## config.mk

```make
export PLATFORM = sky130hd
export DESIGN_NAME = axi_stream_extract_header
export DESIGN_NICKNAME = d
export VERILOG_FILES = /design/src/rtl/axi_stream_extract_header.sv
export SDC_FILE = /design/constraint.sdc
export NUM_CORES = 1
export LEC_CHECK = 0
export ABC_AREA = 1
export CAP_MARGIN = 20
export CORE_MARGIN = 2
export CORE_UTILIZATION = 30
export DETAILED_ROUTE_END_ITERATION = 8
export PLACE_DENSITY_LB_ADDON = 0.08
export REMOVE_ABC_BUFFERS = 1
export SLEW_MARGIN = 20
export SYNTH_ARGS = -nofsm -noshare
export SYNTH_HDL_FRONTEND = slang
export SYNTH_SLANG_ARGS = --single-unit
export TNS_END_PERCENT = 10
```

## constraint.sdc

```tcl
create_clock -name clk -period 5.45 [get_ports clk]
set_input_delay 1.3625 -clock clk [delete_from_list [all_inputs] [get_ports clk]]
set_output_delay 1.3625 -clock clk [all_outputs]
set_load 0.02 [all_outputs]
```

## src/rtl/axi_stream_extract_header.sv

```systemverilog
// Strips a 1-4 byte header from each 32-bit AXI-Stream packet and re-aligns the payload.
// Optional AXIS_EXTRACT_ERR_EN adds err_short, a one-cycle pulse on a truncated header.
module axi_stream_extract_header #(
   parameter int DATA_W = 32
) (
   input  logic              clk,
   input  logic              rstn,
   input  logic              valid_in,
   input  logic [DATA_W-1:0] data_in,
   input  logic [3:0]        keep_in,
   input  logic              last_in,
   output logic              ready_in,
   input  logic [1:0]        byte_remove_cnt,
   output logic              valid_header,
   output logic [DATA_W-1:0] data_header,
   output logic [3:0]        keep_header,
   input  logic              ready_header,
   output logic              valid_out,
   output logic [DATA_W-1:0] data_out,
   output logic [3:0]        keep_out,
   output logic              last_out,
   input  logic              ready_out
`ifdef AXIS_EXTRACT_ERR_EN
   ,
   output logic              err_short
`endif
);

   if (DATA_W != 32) begin : g_bad_width
      $error("axi_stream_extract_header: DATA_W must be 32");
   end

   typedef enum logic [1:0] {
      S_IDLE,
      S_STREAM,
      S_FLUSH
   } state_e;

   function automatic logic [2:0] keep_to_cnt(input logic [3:0] keep);
      case (keep)
         4'b1000: return 3'd1;
         4'b1100: return 3'd2;
         4'b1110: return 3'd3;
         4'b1111: return 3'd4;
         default: return 3'd1;
      endcase
   endfunction

   function automatic logic [3:0] cnt_to_keep(input logic [2:0] n);
      case (n)
         3'd0:    return 4'b0000;
         3'd1:    return 4'b1000;
         3'd2:    return 4'b1100;
         3'd3:    return 4'b1110;
         default: return 4'b1111;
      endcase
   endfunction

   function automatic logic [31:0] byte_mask(input logic [3:0] keep);
      return {{8{keep[3]}}, {8{keep[2]}}, {8{keep[1]}}, {8{keep[0]}}};
   endfunction

   state_e      state_q, state_d;
   logic        hdr_valid_q, hdr_valid_d;
   logic [31:0] hdr_data_q, hdr_data_d;
   logic [3:0]  hdr_keep_q, hdr_keep_d;
   logic [31:0] res_q, res_d;
   logic [2:0]  res_cnt_q, res_cnt_d;

   logic [2:0]  h_first, h_cur, k_in, hdr_cnt, t_cnt, tail_first, tail_cur;
   logic [31:0] shift_first, shift_cur, merged;

   // Residual bytes are kept left-aligned; in STREAM res_cnt_q is R, so H is implied.
   assign h_first     = {1'b0, byte_remove_cnt} + 3'd1;
   assign h_cur       = 3'd4 - res_cnt_q;
   assign k_in        = last_in ? keep_to_cnt(keep_in) : 3'd4;
   assign hdr_cnt     = (k_in < h_first) ? k_in : h_first;
   assign t_cnt       = res_cnt_q + k_in;
   assign tail_first  = k_in - h_first;
   assign tail_cur    = k_in - h_cur;
   assign shift_first = data_in << {h_first, 3'b000};
   assign shift_cur   = data_in << {h_cur, 3'b000};
   assign merged      = res_q | (data_in >> {res_cnt_q, 3'b000});

   // NOTE: every signal written here gets a default first, so no path can infer a latch.
   always_comb begin
      state_d     = state_q;
      hdr_valid_d = hdr_valid_q;
      hdr_data_d  = hdr_data_q;
      hdr_keep_d  = hdr_keep_q;
      res_d       = res_q;
      res_cnt_d   = res_cnt_q;
      ready_in    = 1'b0;
      valid_out   = 1'b0;
      data_out    = '0;
      keep_out    = 4'b0000;
      last_out    = 1'b0;

      if (hdr_valid_q && ready_header) begin
         hdr_valid_d = 1'b0;
      end

      unique case (state_q)
         S_IDLE: begin
            ready_in = ~hdr_valid_q;
            if (valid_in && !hdr_valid_q) begin
               hdr_valid_d = 1'b1;
               hdr_keep_d  = cnt_to_keep(hdr_cnt);
               hdr_data_d  = data_in & byte_mask(cnt_to_keep(hdr_cnt));
               if (!last_in) begin
                  res_d     = shift_first;
                  res_cnt_d = 3'd4 - h_first;
                  state_d   = S_STREAM;
               end else if (k_in > h_first) begin
                  res_d     = shift_first & byte_mask(cnt_to_keep(tail_first));
                  res_cnt_d = tail_first;
                  state_d   = S_FLUSH;
               end
            end
         end

         S_STREAM: begin
            ready_in  = ready_out;
            valid_out = valid_in;
            if (last_in && (t_cnt <= 3'd4)) begin
               keep_out = cnt_to_keep(t_cnt);
               data_out = merged & byte_mask(cnt_to_keep(t_cnt));
               last_out = 1'b1;
            end else begin
               keep_out = 4'b1111;
               data_out = merged;
            end
            if (valid_in && ready_out) begin
               if (!last_in) begin
                  res_d = shift_cur;
               end else if (t_cnt <= 3'd4) begin
                  res_d     = '0;
                  res_cnt_d = 3'd0;
                  state_d   = S_IDLE;
               end else begin
                  res_d     = shift_cur & byte_mask(cnt_to_keep(tail_cur));
                  res_cnt_d = tail_cur;
                  state_d   = S_FLUSH;
               end
            end
         end

         S_FLUSH: begin
            valid_out = 1'b1;
            data_out  = res_q;
            keep_out  = cnt_to_keep(res_cnt_q);
            last_out  = 1'b1;
            if (ready_out) begin
               res_d     = '0;
               res_cnt_d = 3'd0;
               state_d   = S_IDLE;
            end
         end

         default: state_d = S_IDLE;
      endcase
   end

   // NOTE: sequential state uses non-blocking assignments so every register samples pre-edge values.
   always_ff @(posedge clk or negedge rstn) begin
      if (!rstn) begin
         state_q     <= S_IDLE;
         hdr_valid_q <= 1'b0;
         hdr_data_q  <= '0;
         hdr_keep_q  <= 4'b0000;
         res_q       <= '0;
         res_cnt_q   <= 3'd0;
      end else begin
         state_q     <= state_d;
         hdr_valid_q <= hdr_valid_d;
         hdr_data_q  <= hdr_data_d;
         hdr_keep_q  <= hdr_keep_d;
         res_q       <= res_d;
         res_cnt_q   <= res_cnt_d;
      end
   end

   assign valid_header = hdr_valid_q;
   assign data_header  = hdr_data_q;
   assign keep_header  = hdr_keep_q;

`ifdef AXIS_EXTRACT_ERR_EN
   logic err_q, err_d;

   assign err_d = (state_q == S_IDLE) && valid_in && !hdr_valid_q && last_in && (k_in < h_first);

   always_ff @(posedge clk or negedge rstn) begin
      if (!rstn) begin
         err_q <= 1'b0;
      end else begin
         err_q <= err_d;
      end
   end

   assign err_short = err_q;
`endif

endmodule

```

# == Word level (Yosys, flattened, before mapping) ==
# Index checks and enable logic that the tools add are counted.
# totals
in_bits,44
elab_cells,120
output_inout_bits,76
reg_bits,74
# op_classes
magnitude_cmp,3
bitwise_logic,6
eq_ne,25
add_sub_neg,6
muxes,55
n_reduce_logical,16
shifts,3
# op_table
op,n
32-bit two-way mux,8
32-bit bitwise AND,4
32-bit case mux with 3 select lines,1
4-bit case mux with 4 select lines,5
32-bit case mux with 2 select lines,1
32-bit by 6-bit left shift with 32-bit output,2
4-bit two-way mux,13
32-bit bitwise OR,1
32-bit by 6-bit right shift with 32-bit output,1
3-bit by 2-bit equality test with 1-bit output (second input constant),10
3-bit two-way mux,9
3-bit case mux with 3 select lines,2
3-bit by 1-bit equality test with 1-bit output (second input constant),5
3-bit logical NOT,5
2-bit two-way mux,7
4-bit equality test (second input constant),3
5-bit AND reduction,2
2-bit inequality test (second input constant),4
4-bit case mux with 2 select lines,1
1-bit case mux with 2 select lines,3
2-bit case mux with 3 select lines,1
6-bit AND reduction,1
3-bit subtractor,2
3-bit subtractor (first input constant),2
15 further kinds,21

# == Depth between registers and ports, before layout ==
# Gate-level depths: netlist of run 1.
# depth
word_depth,15
depth_mapped,18
depth_no_buf,18

# == Worst setup path before layout of run 1 ==
# Ideal clock, no wire load.
# synth_path
kind,input -> output
startpoint,input keep_in[2]
endpoint,output data_out[19]
cell_stages,14
path_slack_ps,914
n_path_buf,0
arrival_time_ps,3174
t_required_ps,4088
cell_sequence,nand2_1 -> o21ai_2 -> a21oi_1 -> ha_1 -> ha_1 -> inv_1 -> nand2_1 -> inv_1 -> nand2_1 -> nand2_2 -> nand2_1 -> nand2_1 -> a21oi_1 -> nor3_1
# synth_via
elab_chain_cells,11
word_cells_on_any_way,18
classes_between,add/sub (1); order compare (1); eq/ne (6); mux (7); bitwise (1); reduce/logical (2)
# synth_rtl
element,line,source
start: declaration,10,"input logic [3:0] keep_in,"
4-bit equality test,40,case (keep)
3-bit case mux with 3 select lines (*),40,
3-bit two-way mux (*),76,assign k_in = last_in ? keep_to_cnt(keep_in) : 3'd4;
3-bit adder (*),78,assign t_cnt = res_cnt_q + k_in;
"3-bit by 2-bit equality test with 1-bit output, or another cell as far along",50,case (n)
4-bit case mux with 4 select lines,50,
4-bit two-way mux,125,if (last_in && (t_cnt <= 3'd4)) begin
4-bit two-way mux,103,unique case (state_q)
32-bit bitwise AND,127,data_out = merged & byte_mask(cnt_to_keep(t_cnt));
32-bit two-way mux (*),125,
32-bit case mux with 2 select lines (*),103,
end: declaration,19,"output logic [DATA_W-1:0] data_out,"
# Every way passes the cells marked *; elsewhere a longest branch is shown, timed or not. The select of a mux whose other input is x is not followed.

# == Worst setup path in the final report of run 1 ==
# layout_path
startpoint,input keep_in[0]
endpoint,output data_out[28]
# Same word-level chain as after synthesis.

==> results by group, run 1 <==
STA
  – Final TNS setup: 0 ns
  – Period Utilization, post-route: 96.12%
  – RSZ-0062 raised after global routing: false
  – Slew margin rel.: 36.33%
  – Final setup vio count: 0
  – Final hold vios: 0
  – Crit path time final: 5.239 ns
  – Slew Limit Fails: 0
  – Worst-margin pin slew: 0.9550 ns
  – Fmax: 190.9 MHz
  – Clock Skew: 0.004543 ns
  – Hold WS: 0.4803 ns

Worst setup path
  – Critical path buffer and inverter count: 5
  – R2r startpoint: res_cnt_q[0]
  – Critical Path RT: 4.09 ns
  – Worst EP arrival: 3.88 ns
  – Crit-path slowest cell: clkdlybuf4s50_1
  – WP depth: 14
  – Reg2Reg Depth: 13
  – CP top delay family: buffers and inverters
  – Crit Path Class: in2out
  – Crit-path cells: clkdlybuf4s50_1 -> nand2_1 -> o21ai_2 -> a21oi_1 -> buf_4 -> inv_1 -> ha_1 -> inv_1 -> or2_2 -> nand2_1 -> nand2_1 -> a21oi_1 -> nor2_1 -> dlygate4sd2_1
  – CP endpoint kind: output port
  – Worst reg2reg endpoint: res_q[25]
  – CP Max Fanout: 4
  – Critical Path Max Stage Delay: 0.44 ns
  – Reg2reg setup slack: 2.05 ns
  – Startpoint class of the critical path: input pin
  – Crit-path most repeated cell: nand2_1

Logic synthesis
  – Mapped Avg Cell Area: 6.096 µm²
  – Compound-Gate Fraction of Synth Area: 18.38%
  – Top cell type's share of synthesized area: 29.90%
  – Area leader, netlist: dfrtp_1
  – Synth top area cells: dfrtp_1, nand2_1, nor2_1
  – Ys Warns: 0
  – Ys flop type: dfrtp_1
  – Post-synthesis sequential area ratio: 29.90%
  – Post-Synth XOR/XNOR Area: 0.1414%
  – Distinct cells, synth: 41
  – Post-synthesis mux area share: 0%
  – Post-synth EDFFs: 0
  – Largest family of logic cells by synthesized area: simple AND/OR/NAND/NOR gates
  – Adder-Cell Fraction of Synth Area: 3.152%
  – Synth Register Bits: 74
  – Simple-Gate Fraction of Synth Area: 37.39%
  – Synth async-reset ratio: 100.0%
  – Synth Cell Area: 6193 µm²
  – Mapped Cells: 1016

Placement
  – Gpl congestion: 0.8722
  – Placed wire-length estimate: 18620 µm
  – Placed Area: 7838 µm²
  – PortBufs: 119
  – Placed Cells: 1400

Global route
  – Number of global-route vias before repair: 6914
  – Largest net degree at the start of global routing: 66
  – Initial antenna violation count: 0
  – Most Crowded Layer GR: met2
  – Grt met1 use: 33.11%
  – Tot GR Track Use: 24.43%
  – Total congestion overflow: 0
  – Global-route wire length before repair: 40410 µm
  – Met3 Use GR: 3.333%
  – M2 GR Usage: 40.12%

Finish
  – Post-route cell area: 8215 µm²
  – Filler cells: 2199
  – Area grow syn2layout: 32.65%
  – Fin cells: 1416
  – # nets final: 1200
  – Share of cells above drive strength 1: 7.504%
  – N_diodes: 0

Drt
  – Per-cell routed wire length: 18.64 µm
  – Drt pass-1 iters: 5
  – Drt drc: 0
  – Remaining antenna violation count: 0
  – DR vias/cell: 5.164
  – DR vias: 7312
  – Routed WL: 26390 µm
  – DRT iter0 DRCs: 568

Floorplan
  – Row cnt: 52
  – Die height: 147.7 µm
  – Core area: 20230 µm²
  – Initial Utilization: 30.61%
  – Die area: 21810 µm²
  – Die X-Extent: 147.7 µm
  – IO Pins: 120

Clock network
  – H-tree lvl count: 3
  – Root Buffer: clkbuf_16
  – Clk slew on worst S/H paths: 0.07 ns
  – Clk_lat worst skew: 0.36 ns
  – # clock sinks: 74
  – Hold_buf cts: 0
  – Post-CTS Setup Bufs: 0
  – Clk buf depth: 2
  – Num CTS Buffers: 9
  – TritonCTS clock tree: built

Worst hold path
  – HP Class: reg2reg
  – Hold Path Depth: 2
  – Worst min-delay path endpoint: data_header[6]
  – Hold_sp: data_header[6]

Run
  – Max cap viols: 0

Pwr
  – VDD IR max: 0.2323 mV
  – PD cells: 574.5 nW/µm²
  – Leak Pwr: 4.675 nW

Run status
  – Status: completed
-- flip-flops by register name, summed over array words and instances (netlist names) --
register      count
data_header      32
keep_header       4
res_cnt_q         3
res_q            32
state_q           2
valid_header      1
-- cell type report --
type,instances,area [µm²],area share (%)
clock buffers,9,225.2,2.741
clock inverters,7,90.09,1.097
inverters,125,471.7,5.742
flip-flops and latches,74,1853,22.56
well taps,270,337.8,4.112
repair buffers,161,1574,19.16
multi-input cells,770,3664,44.59
-- what timing repair did --
action,4_1_cts,5_1_grt
resized for setup,11,31
setup endpoints to repair,11,31
gates cloned,0,0
-- synthesized netlist by cell type, drive strengths merged, types with 3 or more instances --
master and number:
nand2 304, nor2 140, inv 121, nand3 83, a21oi 81, dfrtp 74, o21ai 74, clkbuf 35
a211oi 17, ha 14, buf 12, o22ai 10, nand4 8, nor3 8, a22oi 6, a31oi 4
clkinv 4, o211ai 4, nor3b 3, o21a 3, or2 3
-- logic make-up (layout without fill, tap and decap cells) --
kind of cell	after synthesis	count (layout)
compound gates	203	203
buf+inv	172	302
fa+ha+maj	15	15
xor+xnor	1	1
simple gates	551	551
flops	74	74
-- how the worst max path moves through the flow --
| stage | startpoint | to |
|---|---|---|
| 2_1_floorplan | keep_in[2] | data_out[25] |
| 3_3_place_gp | keep_in[2] | data_out[7] |
| 3_5_place_dp | keep_in[2] | data_out[7] |
| 4_1_cts | last_in | data_out[29] |
| 5_1_grt | keep_in[3] | data_out[28] |
| 6_report | keep_in[0] | data_out[28] |
-- worst reg2reg max path, stage by stage (launching register included) --
cell	delay (ns)
dfrtp_2	0.44
inv_1	0.36
ha_1	0.68
fa_1	0.59
inv_1	0.07
nand3_1	0.12
nand2_1	0.09
nand2_1	0.05
nand2_1	0.09
nand2_1	0.07
nand3_2	0.08
nand3_1	0.37
nand2_1	0.17
a21oi_1	0.09
-- stage by stage --
step                      power (W)  setup WS [ns]  util, %
after global routing       0.005107       0.006622    40.60
after CTS                  0.004753       0.001098    40.22
final                      0.004719         0.2113    40.60
after floorplan            0.002754         0.6553        -
after global placement     0.004093       -0.08622    38.73
after detailed placement   0.004089       -0.08592    38.73
-- placed cells by master, fill, tap and decap left out, types with 4 or more instances in the layout --
cell type / instances
nand2_1: 296
nor2_1: 136
inv_1: 119
nand3_1: 81
a21oi_1: 80
clkdlybuf4s50_1: 80
dfrtp_1: 73
o21ai_0: 71
buf_4: 42
dlymetal6s2s_1: 27
a211oi_1: 17
ha_1: 14
o22ai_1: 10
clkbuf_16: 9
dlygate4sd2_1: 8
nor3_1: 7
nand4_1: 7
a22oi_1: 6
nand2_2: 5
clkinv_1: 4
a31oi_1: 4
o211ai_1: 4
-- per-layer routing --
layer,up-vias,routed length (µm)
met3,33,1485
met5,-,0
met1,3473,11740
met2,275,12540
li1,3531,-
met4,0,623
-- power by group --
part	switching, W	internal, W	total [W]
clock	0.000301	0.000370	0.000671
sequential	0.000171	0.000801	0.000973
combinational	0.00202	0.00106	0.00308
No activity file was read; power rests on OpenSTA's default activity.
==> run 2, diff against run 1 <==
--- a/config.mk
+++ b/config.mk
@@ -9,6 +9,7 @@
 export CAP_MARGIN = 20
 export CORE_MARGIN = 2
 export CORE_UTILIZATION = 30
+export CTS_CLUSTER_SIZE = 20
 export DETAILED_ROUTE_END_ITERATION = 8
 export PLACE_DENSITY_LB_ADDON = 0.08
 export REMOVE_ABC_BUFFERS = 1
==> results of run 2 <==
Final layout, timing and power as in run 1 (identical DEF).
==> run 3, diff against run 2 <==
--- a/config.mk
+++ b/config.mk
@@ -12,7 +12,7 @@
 export CTS_CLUSTER_SIZE = 20
 export DETAILED_ROUTE_END_ITERATION = 8
 export PLACE_DENSITY_LB_ADDON = 0.08
-export REMOVE_ABC_BUFFERS = 1
+export RECOVER_POWER = 100
 export SLEW_MARGIN = 20
 export SYNTH_ARGS = -nofsm -noshare
 export SYNTH_HDL_FRONTEND = slang
==> results by group, run 3 (synthesized netlist as in run 1, its figures left out) <==
Floorplan
  – Die X-Extent: 147.7 µm
  – Initial Utilization: 30.61%
  – Row cnt: 52
  – Die height: 147.7 µm
  – Core area: 20230 µm²
  – IO Pins: 120
  – Die area: 21810 µm²

STA
  – Slew margin rel.: -38.23%
  – Slew Limit Fails: 76
  – Period Utilization, post-route: 98.64%
  – RSZ-0062 raised after global routing: true
  – Final setup vio count: 0
  – Fmax: 186.0 MHz
  – Clock Skew: 0.009202 ns
  – Final hold vios: 0
  – Worst-margin pin slew: 2.073 ns
  – Crit path time final: 5.376 ns

Clock network
  – Root Buffer: clkbuf_16
  – H-tree lvl count: 3
  – Clk slew on worst S/H paths: 0.06 ns
  – Clk buf depth: 2
  – TritonCTS clock tree: built
  – Num CTS Buffers: 9
  – Post-CTS Setup Bufs: 0
  – Hold_buf cts: 0
  – Clk_lat worst skew: 0.35 ns
  – # clock sinks: 74

Worst setup path
  – Reg2reg setup slack: 1.64 ns
  – Crit-path slowest cell: clkdlybuf4s50_1
  – CP endpoint kind: output port
  – Critical path buffer and inverter count: 5
  – CP Max Fanout: 18
  – Startpoint class of the critical path: input pin
  – Critical Path RT: 4.09 ns
  – Crit Path Class: in2out
  – Crit-path most repeated cell: nand2_1
  – Crit-path cells: clkdlybuf4s50_1 -> nand2_1 -> o21ai_2 -> a21oi_2 -> ha_1 -> ha_1 -> inv_1 -> nand2_1 -> nand3_1 -> nand2_2 -> o21ai_4 -> buf_12 -> nand3_1 -> nand2_1 -> inv_1 -> clkdlybuf4s50_1
  – Worst EP arrival: 4.01 ns
  – CP top delay family: buffers and inverters
  – Critical Path Max Stage Delay: 0.53 ns

Placement
  – Placed wire-length estimate: 20780 µm
  – Gpl congestion: 0.9183
  – PortBufs: 119
  – Placed Area: 7777 µm²

Global route
  – Global-route wire length before repair: 41660 µm
  – Number of global-route vias before repair: 7309
  – Largest net degree at the start of global routing: 67
  – Total congestion overflow: 0
  – Initial antenna violation count: 0
  – Tot GR Track Use: 25.31%

Pwr
  – Leak Pwr: 4.614 nW
  – PnR Total Power: 0.004531 W
  – VDD IR max: 0.1785 mV
  – PD cells: 563.0 nW/µm²

Drt
  – DR vias: 7342
  – DRT iter0 DRCs: 576
  – Remaining antenna violation count: 0
  – Drt pass-1 iters: 5
  – Per-cell routed wire length: 19.28 µm
  – Drt drc: 0
  – Routed WL: 27150 µm
  – DR vias/cell: 5.214

Run status
  – Status: complete, but fails checks
  – Failing checks: max-capacitance violations, max-slew violations

Finish
  – Post-route cell area: 8049 µm²
  – N_diodes: 0
  – Area grow syn2layout: 29.96%
  – # nets final: 1192
  – Most frequent cells in the layout: nand2_1, nor2_1, inv_1
  – Most common cell after layout, fill and taps aside: nand2_1
  – Share of cells above drive strength 1: 5.888%

Run
  – Max cap viols: 2

Worst hold path
  – HP Class: reg2reg

Logic synthesis
  – Mapped Nets: 1075
[run 3: what timing repair did]
item                                    CTS  global route
gates resized for setup                   8            30
gates cloned                              0             0
pin swaps                                 0             0
endpoints found under the hold margin     0             0
endpoints found under the setup margin    6            33
[run 3: area by class of cell]
type	instances	area, µm²
clock buffer	13	240.2
clock inverter	3	40.04
fill	2299	12190
inverter	125	470.5
multi-input combinational	770	3625
sequential	74	1853
tap	270	337.8
timing repair buffer	153	1483
[run 3: power by group]
part           switching [W]  internal, W  leakage [nW]
Sequential          0.000173     0.000802         0.937
Combinational        0.00197     0.000981          3.54
Clock               0.000248     0.000354         0.138
Total                0.00239      0.00214          4.61
[run 3: worst reg2reg max path, delay by kind of cell, from the launching register on]
kind / cells / cell delay [ns]
DFF: 1 / 0.38
adders and majority gates: 2 / 1.26
and+or+nand+nor: 8 / 0.97
AOI/OAI and AO/OA: 1 / 0.08
buffers and inverters: 3 / 1.00
[run 3: worst paths after layout]
| path | to | start | depth (start not counted) |
|---|---|---|---|
| setup reg to reg | res_q[24] | res_cnt_q[0] | 14 |
| min in group asynchronous | data_header[30] | rstn | 1 |
| max in group asynchronous | res_cnt_q[0] | rstn | 2 |
| setup / recovery | data_out[9] | keep_in[0] | 16 |
| hold reg to reg | data_header[0] | data_header[0] | 2 |
| hold / removal | data_header[0] | data_header[0] | 2 |
[run 3: through the flow]
stage	hold slack, ns	setup TNS, ns	std cells	util, %	setup WS (ns)
floorplan	0.4642	0	1016	-	0.9139
global placement	0.4654	0	1392	38.44	0.0009877
detailed placement	0.4685	-0.1877	1392	38.44	-0.05136
CTS	0.4840	0	1408	39.78	0.007000
global route	0.4910	-0.2175	1408	39.78	-0.09488
finish	0.4716	0	1408	39.78	0.07411
[run 3: metal layers]
layer	up-vias	track usage [%]	share of wire, %
met5	-	0	0
met4	0	13.32	5.4
met3	78	3.704	5.1
met2	253	42.47	48
met1	3500	31.52	42
li1	3511	-	-
